File: src/rtl/exec_pkg.sv
// Shared opcode encodings and FSM state type for the multi-cycle execute unit.
package exec_pkg;

  localparam int unsigned OP_W = 4;

  localparam logic [OP_W-1:0] OP_ADD = 4'd0;
  localparam logic [OP_W-1:0] OP_SUB = 4'd1;
  localparam logic [OP_W-1:0] OP_AND = 4'd2;
  localparam logic [OP_W-1:0] OP_OR  = 4'd3;
  localparam logic [OP_W-1:0] OP_XOR = 4'd4;
  localparam logic [OP_W-1:0] OP_SLL = 4'd5;
  localparam logic [OP_W-1:0] OP_SRL = 4'd6;
  localparam logic [OP_W-1:0] OP_SRA = 4'd7;
  localparam logic [OP_W-1:0] OP_MUL = 4'd8;
  localparam logic [OP_W-1:0] OP_MOV = 4'd9;
  localparam logic [OP_W-1:0] OP_BRZ = 4'd10;
  localparam logic [OP_W-1:0] OP_BRN = 4'd11;

  typedef enum logic [1:0] {
    ST_IDLE = 2'd0,
    ST_MUL  = 2'd1,
    ST_DONE = 2'd2
  } state_t;

endpackage

File: src/rtl/exec_mul_iter.sv
// Iterative shift-add multiplier retiring MUL_BITS of operand B per falling edge.
module exec_mul_iter
  import exec_pkg::*;
#(
  parameter int unsigned REG_WIDTH = 16,
  parameter int unsigned MUL_BITS  = 2
) (
  input  logic                 clk,
  input  logic                 rst_n,
  input  logic                 start,
  input  logic                 step,
  input  logic [REG_WIDTH-1:0] a,
  input  logic [REG_WIDTH-1:0] b,
  output logic                 done_c,
  output logic [REG_WIDTH-1:0] sum_c,
  output logic [REG_WIDTH-1:0] acc
);

  localparam int unsigned STEPS = REG_WIDTH / MUL_BITS;
  localparam int unsigned CNT_W = $clog2(STEPS + 1);

  logic [REG_WIDTH-1:0] a_sh;
  logic [REG_WIDTH-1:0] b_sh;
  logic [CNT_W-1:0]     cnt;
  logic [REG_WIDTH-1:0] partial_c;

  // Only the low REG_WIDTH bits of the product are ever needed.
  assign partial_c = a_sh * REG_WIDTH'(b_sh[MUL_BITS-1:0]);
  assign sum_c     = acc + partial_c;
  assign done_c    = (cnt == CNT_W'(1));

  always_ff @(negedge clk or negedge rst_n) begin
    if (!rst_n) begin
      a_sh <= '0;
      b_sh <= '0;
      acc  <= '0;
      cnt  <= '0;
    end else if (start) begin
      a_sh <= a;
      b_sh <= b;
      acc  <= '0;
      cnt  <= CNT_W'(STEPS);
    end else if (step && (cnt != '0)) begin
      acc  <= sum_c;
      a_sh <= a_sh << MUL_BITS;
      b_sh <= b_sh >> MUL_BITS;
      cnt  <= cnt - CNT_W'(1);
    end
  end

endmodule

File: src/rtl/exec_unit_mc.sv
// Execute stage: single-cycle ALU/branch ops, iterative MUL, valid/ready with back-pressure.
module exec_unit_mc
  import exec_pkg::*;
#(
  parameter int unsigned REG_WIDTH    = 16,
  parameter int unsigned PC_WIDTH     = 16,
  parameter int unsigned REGIDX_WIDTH = 4,
  parameter int unsigned MUL_BITS     = 2
) (
  input  logic                    I_CLOCK,
  input  logic                    I_RESET_N,
  input  logic                    I_LOCK,
  input  logic [PC_WIDTH-1:0]     I_PC,
  input  logic [OP_W-1:0]         I_Opcode,
  input  logic [REG_WIDTH-1:0]    I_Src1Value,
  input  logic [REG_WIDTH-1:0]    I_Src2Value,
  input  logic [REG_WIDTH-1:0]    I_Imm,
  input  logic                    I_UseImm,
  input  logic [REGIDX_WIDTH-1:0] I_DestRegIdx,
  input  logic                    I_StallIn,
  output logic                    O_Ready,
  output logic                    O_LOCK,
  output logic [REG_WIDTH-1:0]    O_ALUOut,
  output logic [OP_W-1:0]         O_Opcode,
  output logic [REGIDX_WIDTH-1:0] O_DestRegIdx,
  output logic                    O_BrTaken,
  output logic [PC_WIDTH-1:0]     O_BrTarget,
  output logic                    O_Overflow
);

  localparam int unsigned SH_W = $clog2(REG_WIDTH);
  localparam int unsigned MSB  = REG_WIDTH - 1;

  state_t                  state, state_d;
  logic                    hold_c, accept_c, mul_start_c, mul_done_c;
  logic [REG_WIDTH-1:0]    op_b_c, alu_c, mul_sum_c, mul_acc;
  logic [SH_W-1:0]         sh_c;
  logic                    br_c, ovf_c;
  logic [PC_WIDTH-1:0]     tgt_c;
  logic [REGIDX_WIDTH-1:0] mul_dest;
  logic [PC_WIDTH-1:0]     mul_tgt;

  logic                    lock_d, br_d, ovf_d;
  logic [REG_WIDTH-1:0]    alu_d;
  logic [OP_W-1:0]         opcode_d;
  logic [REGIDX_WIDTH-1:0] dest_d;
  logic [PC_WIDTH-1:0]     tgt_d;

  assign hold_c      = O_LOCK && I_StallIn;
  assign O_Ready     = (state == ST_IDLE) && !hold_c;
  assign accept_c    = I_LOCK && O_Ready;
  assign mul_start_c = accept_c && (I_Opcode == OP_MUL);
  assign op_b_c      = I_UseImm ? I_Imm : I_Src2Value;
  assign sh_c        = op_b_c[SH_W-1:0];
  assign tgt_c       = I_PC + I_Imm[PC_WIDTH-1:0];

  exec_mul_iter #(
    .REG_WIDTH (REG_WIDTH),
    .MUL_BITS  (MUL_BITS)
  ) u_mul (
    .clk    (I_CLOCK),
    .rst_n  (I_RESET_N),
    .start  (mul_start_c),
    .step   (state == ST_MUL),
    .a      (I_Src1Value),
    .b      (op_b_c),
    .done_c (mul_done_c),
    .sum_c  (mul_sum_c),
    .acc    (mul_acc)
  );

  // Single-cycle ALU and branch resolution
  always_comb begin
    alu_c = '0;
    br_c  = 1'b0;
    ovf_c = 1'b0;
    case (I_Opcode)
      OP_ADD: begin
        alu_c = I_Src1Value + op_b_c;
        ovf_c = (I_Src1Value[MSB] == op_b_c[MSB]) && (alu_c[MSB] != I_Src1Value[MSB]);
      end
      OP_SUB: begin
        alu_c = I_Src1Value - op_b_c;
        ovf_c = (I_Src1Value[MSB] != op_b_c[MSB]) && (alu_c[MSB] != I_Src1Value[MSB]);
      end
      OP_AND: alu_c = I_Src1Value & op_b_c;
      OP_OR:  alu_c = I_Src1Value | op_b_c;
      OP_XOR: alu_c = I_Src1Value ^ op_b_c;
      OP_SLL: alu_c = I_Src1Value << sh_c;
      OP_SRL: alu_c = I_Src1Value >> sh_c;
      OP_SRA: alu_c = REG_WIDTH'($signed(I_Src1Value) >>> sh_c);
      OP_MOV: alu_c = op_b_c;
      OP_BRZ: br_c  = (I_Src1Value == '0);
      OP_BRN: br_c  = I_Src1Value[MSB];
      default: ;
    endcase
  end

  // Next state and next output values; outputs hold unless a result completes
  always_comb begin
    state_d  = state;
    lock_d   = hold_c;
    alu_d    = O_ALUOut;
    opcode_d = O_Opcode;
    dest_d   = O_DestRegIdx;
    br_d     = O_BrTaken;
    tgt_d    = O_BrTarget;
    ovf_d    = O_Overflow;
    case (state)
      ST_IDLE: begin
        if (accept_c) begin
          if (I_Opcode == OP_MUL) begin
            state_d = ST_MUL;
          end else begin
            lock_d   = 1'b1;
            alu_d    = alu_c;
            opcode_d = I_Opcode;
            dest_d   = I_DestRegIdx;
            br_d     = br_c;
            tgt_d    = tgt_c;
            ovf_d    = ovf_c;
          end
        end
      end
      ST_MUL: begin
        if (mul_done_c) begin
          if (hold_c) begin
            state_d = ST_DONE;
          end else begin
            state_d  = ST_IDLE;
            lock_d   = 1'b1;
            alu_d    = mul_sum_c;
            opcode_d = OP_MUL;
            dest_d   = mul_dest;
            br_d     = 1'b0;
            tgt_d    = mul_tgt;
            ovf_d    = 1'b0;
          end
        end
      end
      ST_DONE: begin
        if (!hold_c) begin
          state_d  = ST_IDLE;
          lock_d   = 1'b1;
          alu_d    = mul_acc;
          opcode_d = OP_MUL;
          dest_d   = mul_dest;
          br_d     = 1'b0;
          tgt_d    = mul_tgt;
          ovf_d    = 1'b0;
        end
      end
      default: state_d = ST_IDLE;
    endcase
  end

  always_ff @(negedge I_CLOCK or negedge I_RESET_N) begin
    if (!I_RESET_N) begin
      state        <= ST_IDLE;
      O_LOCK       <= 1'b0;
      O_ALUOut     <= '0;
      O_Opcode     <= '0;
      O_DestRegIdx <= '0;
      O_BrTaken    <= 1'b0;
      O_BrTarget   <= '0;
      O_Overflow   <= 1'b0;
    end else begin
      state        <= state_d;
      O_LOCK       <= lock_d;
      O_ALUOut     <= alu_d;
      O_Opcode     <= opcode_d;
      O_DestRegIdx <= dest_d;
      O_BrTaken    <= br_d;
      O_BrTarget   <= tgt_d;
      O_Overflow   <= ovf_d;
    end
  end

  // Passthrough fields of an in-flight multiply
  always_ff @(negedge I_CLOCK or negedge I_RESET_N) begin
    if (!I_RESET_N) begin
      mul_dest <= '0;
      mul_tgt  <= '0;
    end else if (mul_start_c) begin
      mul_dest <= I_DestRegIdx;
      mul_tgt  <= tgt_c;
    end
  end

endmodule

File: config.mk
export PLATFORM = sky130hd
export DESIGN_NAME = exec_unit_mc
export DESIGN_NICKNAME = d
export VERILOG_FILES = /design/src/rtl/exec_pkg.sv /design/src/rtl/exec_mul_iter.sv /design/src/rtl/exec_unit_mc.sv
export SDC_FILE = /design/constraint.sdc
export NUM_CORES = 1
export LEC_CHECK = 0
export CAP_MARGIN = 0
export CORE_MARGIN = 2
export CORE_UTILIZATION = 50
export CTS_CLUSTER_DIAMETER = 50
export DETAILED_ROUTE_END_ITERATION = 8
export GPL_ROUTABILITY_DRIVEN = 0
export PLACE_DENSITY = 0.72
export SETUP_SLACK_MARGIN = 0.4
export SYNTH_ARGS = -nofsm -noshare
export SYNTH_HDL_FRONTEND = slang
export SYNTH_HIERARCHICAL = 1
export SYNTH_SLANG_ARGS = --single-unit
File: constraint.sdc
create_clock -name I_CLOCK -period 8.25 [get_ports I_CLOCK]
set_input_delay 0.825 -clock I_CLOCK [delete_from_list [all_inputs] [get_ports I_CLOCK]]
set_output_delay 0.825 -clock I_CLOCK [all_outputs]
set_load 0.01 [all_outputs]
After elaboration in Yosys (flattened, before gate mapping):

Cells that the tools add are included.

* register bits: 117

* multipliers: 1
* equality and inequality tests: 24
* reductions and logical operators: 17
* $add $sub $neg: 5
* muxes and demuxes: 53
* bitwise logic cells: 3
* shift operators: 3

Operators with widths (number)
* $mux W16: 16
* $pmux W16 S9: 1
* $pmux W16 S3: 2
* $add A16 B16 Y16: 3
* $mux W4: 10
* $pmux W4 S3: 2
* $and A16 B16 Y16: 1
* $eq A4 B3 Y1 const B: 4
* $eq A4 B4 Y1 const B: 4
* $logic_not A16 Y1: 1
* $mul A16 B2 Y16: 1
* $or A16 B16 Y16: 1
* $shl A16 B4 Y16: 1
* $shr A16 B4 Y16: 1
* $sshr A16 B4 Y16: 1
* $sub A16 B16 Y16: 1
* $xor A16 B16 Y16: 1
* $mux W1: 11
* $mux W2: 5
* $ne A2 B2 Y1 const B: 5
* $pmux W1 S3: 3
* $eq A4 B1 Y1 const B: 2
* $eq A4 B2 Y1 const B: 2
* $reduce_and A4 Y1: 2
* other kinds (16): 25

Depth between registers and ports, before layout:

* depth in word-level cells: 8
* mapped depth: 20
* gate-level depth less buffers: 17

By module:

Netlist, hierarchy kept.

Modules (own cells, without submodules)
* exec_unit_mc: sequential area each 1626.6 sq um, area an instance 8081.5 sq um, times used 1, cells each 1053
* exec_mul_iter: sequential area each 1301.2 sq um, area an instance 3778.6 sq um, times used 1, cells each 428

==> metrics.yaml <==
fill_cells: 2088
hold_class: "reg -> reg"
root_buffer: "clkbuf_16"
multi_input_area_um2: 8240
cp_cell_sequence: "clkdlybuf4s50_1, buf_12, mux2i_4, buf_12, inv_2, ha_1, a211o_1, a31o_2, a21o_1, a21o_1, a21oi_1, o22ai_1, o21ai_0, a31oi_1"
relSlewSlack_pct: 15.0
p_per_area_nw_per_um2: 275
cp-startpoint: "I_UseImm"
busiest_layer: "met2"
path_class: "in -> reg"
drcViolationCount: 0
num_io_pins: 121
antenna_left: 0
grt_first_pass_wirelength_um: 64400
required_ns: 4.35
cts_tree: "done"
syn-cell-area_um2: 11900
grtUsageMet1_pct: 42.9
finalSetupViolCount: 0
avgSynthCellArea_um2: 8.01
final_area_um2: 14500
synth_edf_count: 0
synth_top_cell_by_area: "dfrtn_1"
critPathBufInv: 4
grt_use_met2_pct: 51.1
yosysSeqAreaShare_pct: 24.7
coreArea_um2: 23400
worstSetupEndpoint: "O_ALUOut[7]"
fin_skew_ns: 0.0133
critPathSlowestCell: "clkdlybuf4s50_1"
drive_gt1_share_pct: 12.0
crit_path_max_incr_delay_ns: 0.50
synthCells: 1481
synth_common_cells: "nand2_1, dfrtn_1, nor2_1"
port_buffers: 120
cts_sinks: 117
critPathArrivalTime_ns: 3.91
avgRoutedWirePerCell_um: 21.7
areaGrowthSynthToFinish_pct: 21.9
ys.flop_type: "dfrtn_1"
r2r-start: "u_mul/b_sh[1]"
grt_setup_unrepaired: "yes"
placed_area_um2: 13800
dr.pass1.iters: 7
critPathMaxFanout: 12
die_y_um: 158
dpl.hpwl_um: 30900
r2r_cells: 17
insertedDiodeCount: 0
irDropWorstVdd_mv: 0.180
synth_most_common_cell: "nand2_1"
synth_nets: 1664
slew_violations: 0
reg2reg_to: "O_ALUOut[12]"
gr-usage-all-layers_pct: 33.5
start_util_pct: 50.7
yosysUniqueCellTypes: 92
tns_ns: 0
p_leak_nw: 6.50
die_w_um: 158
nets: 1797
clock_latency_ns: 0.40
via_per_inst: 6.37
ff_latch_area_um2: 2930
met3_usage_pct: 9.88
r2r_slack_ns: 3.50
cp_top_family: "compound AO/OA/AOI/OAI gates"
synth.area.top_cells: "dfrtn_1, ha_1, nand2_1, mux2i_1, a21oi_1"
grt_overflow: 0
ys_ff_latch: 117
synthArstFlopShare_pct: 100
numCtsBuffers: 17
die-area_um2: 25000
synth_top_area_share_pct: 24.7
maxCapViolCount: 0
tightest_slew_ns: 1.27
status: "completed"
num_vias: 12397
cts_hold_buf: 0
grt_max_degree: 68
drtIter0Drc: 1532
worstSetupEndpointType: "register"
hold_viol: 0
clk_path_buf_depth: 2
antenna_found_initial: 1
htree_levels: 4
ys_warn_count: 6
grt_pass1_vias: 11603
hold_ws_ns: 0.425
cp-start-kind: "input port"
rows: 56
crit_cells: 14
clk_pin_slew_ns: 0.05
route.final.wire_length_um: 42300
## sequential cells by signal (all words and copies together) (netlist names), 16 cells and up
| name | count |
|---|---|
| O_ALUOut | 16 |
| O_BrTarget | 16 |
| mul_tgt | 16 |
| u_mul/a_sh | 16 |
| u_mul/acc | 16 |
| u_mul/b_sh | 16 |
## cell usage in the layout (no fill, tap or decap), drive strengths merged, types with 21 or more instances in the layout
cell type and count:
ha 88, mux2i 83, nand3 28, inv 101, nor3 29, nor2 102
dfrtn 117, buf 91, o22ai 23, clkdlybuf4s50 119, a21oi 96, a21o 26
o21ai 102, o211ai 25, nand2 215, xnor2 21
## final cells by class
class / count / share of cell area (%)
clock inverters: 13 / 1.02
well taps: 319 / 2.76
multi-input cells: 1171 / 57.0
flip-flops and latches: 117 / 20.3
repair buffers: 210 / 13.4
clock buffers: 19 / 3.06
inverters: 97 / 2.52
## metal layers
layer,up-vias,wire length (µm)
li1,5606,-
met1,5864,17100
met2,743,17800
met3,180,4600
met4,4,2670
met5,-,52
## power by group
part	leakage [nW]	switching [mW]	internal [mW]	total, mW
Sequential	1.52	0.192	0.825	1.02
Clock	0.282	0.312	0.458	0.770
Combinational	4.70	1.28	0.905	2.18
Total	6.50	1.78	2.19	3.97
## through the flow
stage          setup slack (ns)  cells  total power [mW]  util (%)
2_1_floorplan             0.403   1481              2.37         -
3_3_place_gp              0.120   1912              3.08      58.9
3_5_place_dp            0.00300   1912              3.14      58.9
4_1_cts                   0.407   1944              3.92      61.5
5_1_grt                   0.336   1946              4.21      61.8
6_report                  0.442   1946              3.97      61.8
## timing repair
action	4_1_cts	5_1_grt
setup buffers	0	2
gates resized for setup	0	13
setup endpoints to repair	0	7
## how the worst min path moves through the flow
stage                           end  cells past startpoint  slack, ns             from
finish                O_BrTarget[1]                      2       0.43    O_BrTarget[1]
global placement        mul_dest[1]                      2       0.42      mul_dest[1]
detailed placement  O_DestRegIdx[1]                      2       0.43  O_DestRegIdx[1]
floorplan               mul_dest[0]                      2       0.41      mul_dest[0]
CTS                 O_DestRegIdx[1]                      2       0.43  O_DestRegIdx[1]
global route            mul_dest[0]                      2       0.45      mul_dest[0]
## cell families (layout without fill, tap and decap cells)
group                      count (synthesis)  after routing  synth area share, %
AOI/OAI and AO/OA                        430            430                 24.2
and+or+nand+nor                          495            495                 19.5
muxes                                    105            105                 10.0
DFF                                      117            117                 24.7
adders and majority gates                106            106                 12.3
buffers and inverters                    193            339                 6.70
xor gates and xnor gates                  35             35                 2.58
## worst register-to-register path, cell delays in order (launching register included)
cell and delay [ns]:
dfrtn_1 0.75, nand2_1 0.20, fa_1 0.54, inv_1 0.05, ha_1 0.35, a21oi_1 0.41
o21a_1 0.22, o21ai_1 0.11, or2_1 0.26, xor2_1 0.15, a22oi_1 0.21, nor2b_1 0.12
a21oi_1 0.15, o21ai_0 0.10, a2111oi_0 0.48, nand2_1 0.16, a2111oi_2 0.23, a21oi_1 0.11
Note: power is estimated with default switching activity, not from simulation.
==> RTL edit 1, RTL diff (config.mk and constraints unchanged) <==
Remove the case item `OP_SLL` of the case on `I_Opcode`.
--- a/src/rtl/exec_unit_mc.sv
+++ b/src/rtl/exec_unit_mc.sv
@@ -87,5 +87,4 @@
       OP_OR:  alu_c = I_Src1Value | op_b_c;
       OP_XOR: alu_c = I_Src1Value ^ op_b_c;
-      OP_SLL: alu_c = I_Src1Value << sh_c;
       OP_SRL: alu_c = I_Src1Value >> sh_c;
       OP_SRA: alu_c = REG_WIDTH'($signed(I_Src1Value) >>> sh_c);
Behaviour: not the same (Yosys sat finds a counterexample within 4 cycles, from zero or initial values and one cycle with I_RESET_N low).
==> RTL edit 1 against the unedited design <==
- sequential cell count is the same
- highest routed layer unchanged
- setup slack improved by 140 ps
- critical path depth fell by 3
- routed wire length decreased by 3.9%
- final cell count is 5.1% lower
- first-iteration DRC count fell by 21%
- synthesized area decreased by 2.7%
- cell area decreased by 4.1%
- power fell by 3.7%
==> RTL edit 1: results (changes against the unedited design) <==
\begin{tabular}{lr}
\hline
Metric & Value \\
\hline
\multicolumn{2}{l}{\textbf{Placement}} \\
Cell count after placement & 1812 (-5.2\%) \\
\multicolumn{2}{l}{\textbf{Layout}} \\
Multi-input combinational cell count & 1128 (-3.7\%) \\
Final-layout clock buffer total & 20 (+1) \\
Share of cells above drive strength 1 & 9.67\% (-2.3 points) \\
Fill count & 1973 (-5.5\%) \\
Clock buffers and inverters, area share & 3.98\% (-0.10 points) \\
\multicolumn{2}{l}{\textbf{Status}} \\
Result of the run & complete, no violations \\
\multicolumn{2}{l}{\textbf{Critical path}} \\
CP max stage delay & 590 ps (+90 ps) \\
Worst flop-to-flop path startpoint & u\_mul/b\_sh[0] \\
CP Max Fanout & 4 (-8) \\
Worst R2R Setup Slack & 3280 ps (-220 ps) \\
Origin of the worst setup path & I\_Imm[0] \\
Data arrival time of the worst path & 3740 ps (-170 ps) \\
\multicolumn{2}{l}{\textbf{Pwr}} \\
Overall power of the completed layout & 3820 uW (-3.7\%) \\
Total internal power & 2090 uW (-4.3\%) \\
Reported clock group power & 717 uW (-6.9\%) \\
Power per standard cell area & 276 nW/um2 (+0.43\%) \\
Worst vdd ir & 159 uV (-11\%) \\
\multicolumn{2}{l}{\textbf{Routing}} \\
Detailed-route via count & 11.8k (-4.6\%) \\
Starting DRC count in detailed routing & 1203 (-21\%) \\
Vias per inst & 6.41 (+0.58\%) \\
\multicolumn{2}{l}{\textbf{GRT}} \\
Largest net degree at the start of global routing & 64 (-5.9\%) \\
\multicolumn{2}{l}{\textbf{Synthesis}} \\
Number of standard cells after synthesis & 1428 (-3.6\%) \\
Most frequent cells after synthesis & sky130\_fd\_sc\_hd\_\_nand2\_1, sky130\_fd\_sc\_hd\_\_dfrtn\_1, sky130\_fd\_sc\_hd\_\_o21ai\_0 \\
Sequential-to-total area share from yosys stat & 25.4\% (+0.69 points) \\
Share of synthesized area spent on multiplexers & 8.26\% (-1.7 points) \\
Fraction of the mapped netlist area in adder cells & 12.9\% (+0.56 points) \\
\multicolumn{2}{l}{\textbf{Timing}} \\
Final worst-path setup slack & 581 ps (+139 ps) \\
\hline
\end{tabular}
-- RTL edit 1: changes by cell type after synthesis, moves of 11 or more --
cell                       change
sky130_fd_sc_hd__nand2_1      -22
sky130_fd_sc_hd__nor2_1       -30
sky130_fd_sc_hd__a22oi_1      +11
sky130_fd_sc_hd__clkbuf_1     -15
sky130_fd_sc_hd__mux2i_1      -20
sky130_fd_sc_hd__o21ai_0      +29
-- RTL edit 1: layer usage --
| layer | up-vias | GRT usage (%) | share of wire, % |
|---|---|---|---|
| li1 | 5392 | - | - |
| met2 | 712 | 51.2 | 43 |
| met5 | - | 0 | 0.029 |
| met3 | 151 | 8.44 | 11 |
| met1 | 5571 | 43.7 | 41 |
| met4 | 2 | 15.0 | 5.1 |
-- RTL edit 1: timing repair --
action,in CTS,in global routing
pin swaps,0,1
gates resized for setup,1,4
buffers inserted,0,2
cloned,0,1
setup endpoints to repair,1,9
hold endpoints to repair,0,0
==> RTL edit 2, RTL diff (same settings) <==
Made on the original files. The parameter `REGIDX_WIDTH` goes from 4 to 3.
--- a/src/rtl/exec_unit_mc.sv
+++ b/src/rtl/exec_unit_mc.sv
@@ -5,5 +5,5 @@
   parameter int unsigned REG_WIDTH    = 16,
   parameter int unsigned PC_WIDTH     = 16,
-  parameter int unsigned REGIDX_WIDTH = 4,
+  parameter int unsigned REGIDX_WIDTH = 3,
   parameter int unsigned MUL_BITS     = 2
 ) (
Ports: changed (resized I_DestRegIdx and O_DestRegIdx); port bits go from 121 to 119. No check against the original RTL was run, so the function may have changed too.
==> RTL edit 2 against the unedited design <==
- register-to-register slack worse by 50 ps
- synthesized cell count is 3.0% lower
- via count is 0.98% lower
- critical endpoint is now O_ALUOut[15]
- cell area is 0.16% higher
- sequential power is 6% higher
- combinational power is 32% higher
- setup slack better by 6.1 ps
- power is 18% higher
- routed wire length is 0.61% higher
- sequential cell count is 2 lower
- synthesized area is 2.5% lower
- die area is 2.4% lower
- final cell count is 1.5% lower
==> RTL edit 2: results (changes against the unedited design) <==
\begin{tabular}{lr}
\hline
Metric & Value \\
\hline
\multicolumn{2}{l}{\textbf{Status}} \\
Result of the run & complete, no violations \\
\multicolumn{2}{l}{\textbf{Routing}} \\
Number of iterations in the first detailed-routing pass & 6 (-1) \\
WL per Instance & 22.2 um (+2.2\%) \\
Detailed-route via count & 12.3k (-0.98\%) \\
Starting DRC count in detailed routing & 1700 (+11\%) \\
Vias per inst & 6.41 (+0.57\%) \\
\multicolumn{2}{l}{\textbf{GRT}} \\
Wire length of the first global-routing pass & 64400 um (about the same) \\
Largest net degree at the start of global routing & 64 (-5.9\%) \\
Combined global-route utilization of all metal layers & 34.4\% (+0.91 points) \\
\multicolumn{2}{l}{\textbf{Critical path}} \\
Slowest cell on crit path & sky130\_fd\_sc\_hd\_\_clkdlybuf4s50\_1 \\
CP max stage delay & 440 ps (-60 ps) \\
Data arrival time of the worst path & 3910 ps (about the same) \\
\multicolumn{2}{l}{\textbf{Placement}} \\
Count of input and output buffers & 118 (-1.7\%) \\
Cell count after placement & 1878 (-1.8\%) \\
Post-detailed-placement half-perimeter wirelength & 31800 um (+2.9\%) \\
\multicolumn{2}{l}{\textbf{Synthesis}} \\
Most frequent cells after synthesis & sky130\_fd\_sc\_hd\_\_nand2\_1, sky130\_fd\_sc\_hd\_\_dfrtn\_1, sky130\_fd\_sc\_hd\_\_a21oi\_1, sky130\_fd\_sc\_hd\_\_inv\_1, sky130\_fd\_sc\_hd\_\_ha\_1 \\
Number of standard cells after synthesis & 1436 (-3.0\%) \\
Post-synth top area share & 24.9\% (+0.19 points) \\
Sequential-to-total area share from yosys stat & 24.9\% (+0.19 points) \\
Net count after synthesis & 1618 (-2.8\%) \\
Main area contributors after synthesis & sky130\_fd\_sc\_hd\_\_dfrtn\_1, sky130\_fd\_sc\_hd\_\_ha\_1, sky130\_fd\_sc\_hd\_\_mux2i\_1, sky130\_fd\_sc\_hd\_\_nand2\_1, sky130\_fd\_sc\_hd\_\_a21oi\_1 \\
Synth unique cells & 89 (-3.3\%) \\
\multicolumn{2}{l}{\textbf{Layout}} \\
Share of cells above drive strength 1 & 14.3\% (+2.3 points) \\
Number of nets at the end of the flow & 1799 (+0.11\%) \\
Fill count & 1932 (-7.5\%) \\
\multicolumn{2}{l}{\textbf{Pwr}} \\
Static power due to leakage & 0.00653 uW (+0.38\%) \\
Worst vdd ir & 185 uV (+2.8\%) \\
\multicolumn{2}{l}{\textbf{Timing}} \\
Clock Skews & 9.49 ps (-3.79 ps) \\
Worst slew pin tran & 1040 ps (-236 ps) \\
\hline
\end{tabular}
## RTL edit 2: cell types whose count changed in the layout (fill, tap and decap cells not counted), moves of 10 or more
cell / change
sky130_fd_sc_hd__buf_4: +52
sky130_fd_sc_hd__nand2_1: -10
sky130_fd_sc_hd__nor2_1: -23
sky130_fd_sc_hd__o211ai_1: -11
## RTL edit 2: through the flow
stage,area (um2),setup slack [ps],setup TNS [ps]
6_report,14500,448,0
5_1_grt,14500,359,0
4_1_cts,14400,405,0
3_5_place_dp,13800,-279,-1640
3_3_place_gp,13800,-255,-1160
2_1_floorplan,11600,194,0
## RTL edit 2: final cells by class
| class | instances | area share (%) |
|---|---|---|
| Timing Repair Buffer | 260 | 15.9 |
| Clock inverter | 10 | 0.674 |
| Clock buffer | 22 | 3.28 |
| Antenna cell | 1 | 0.0173 |
| Tap cell | 285 | 2.46 |
| Inverter | 96 | 2.49 |
| Multi-Input combinational cell | 1127 | 55.3 |
| Sequential cell | 115 | 19.9 |
## RTL edit 2: report_power, final
group	switching [uW]	internal, uW	leakage (uW)
clock network	294	441	0.000274
registers	223	854	0.00143
logic	1670	1210	0.00482
total	2190	2500	0.00653
## RTL edit 2: logic make-up after synthesis
logic type / Yosys count / synth area share, %
muxes: 93 / 8.83
buffers and inverters: 194 / 6.92
DFF: 115 / 24.9
adders and majority gates: 106 / 12.6
and+or+nand+nor: 446 / 18.0
xor gates and xnor gates: 43 / 3.26
AOI/OAI and AO/OA: 439 / 25.5
## RTL edit 2: worst paths after layout
path,end,cells past startpoint,slack [ps],startpoint
worst max-delay path,O_ALUOut[15],14,450,I_Src2Value[1]
worst min-delay path,O_BrTarget[2],2,420,O_BrTarget[2]
worst max register to register,O_ALUOut[9],15,3450,u_mul/b_sh[0]
worst min register to register,O_BrTarget[2],2,420,O_BrTarget[2]
max in group asynchronous,u_mul/acc[3],2,2930,I_RESET_N
min in group asynchronous,O_DestRegIdx[1],1,4480,I_RESET_N
## RTL edit 2: worst max-delay path: cells and delay by family
kind                       cells  cell delay [ps]
adders and majority gates      1              240
and+or+nand+nor                1               90
buffers and inverters          4              930
AOI/OAI and AO/OA              6             1410
muxes                          1              230
xor gates and xnor gates       1              160
## RTL edit 2: timing repair
action                     4_1_cts  5_1_grt
pin swaps                        0        6
setup endpoints to repair        8        8
hold buffers                     0        0
buffers inserted                 0        5
resized for setup                3       13
## RTL edit 2: routing by layer
layer,share of wire (%),up-vias,track usage (%)
li1,-,5557,-
met4,6.9,0,20.3
met5,0,-,0
met1,40,5757,45.0
met3,11,184,7.44
met2,42,778,52.5
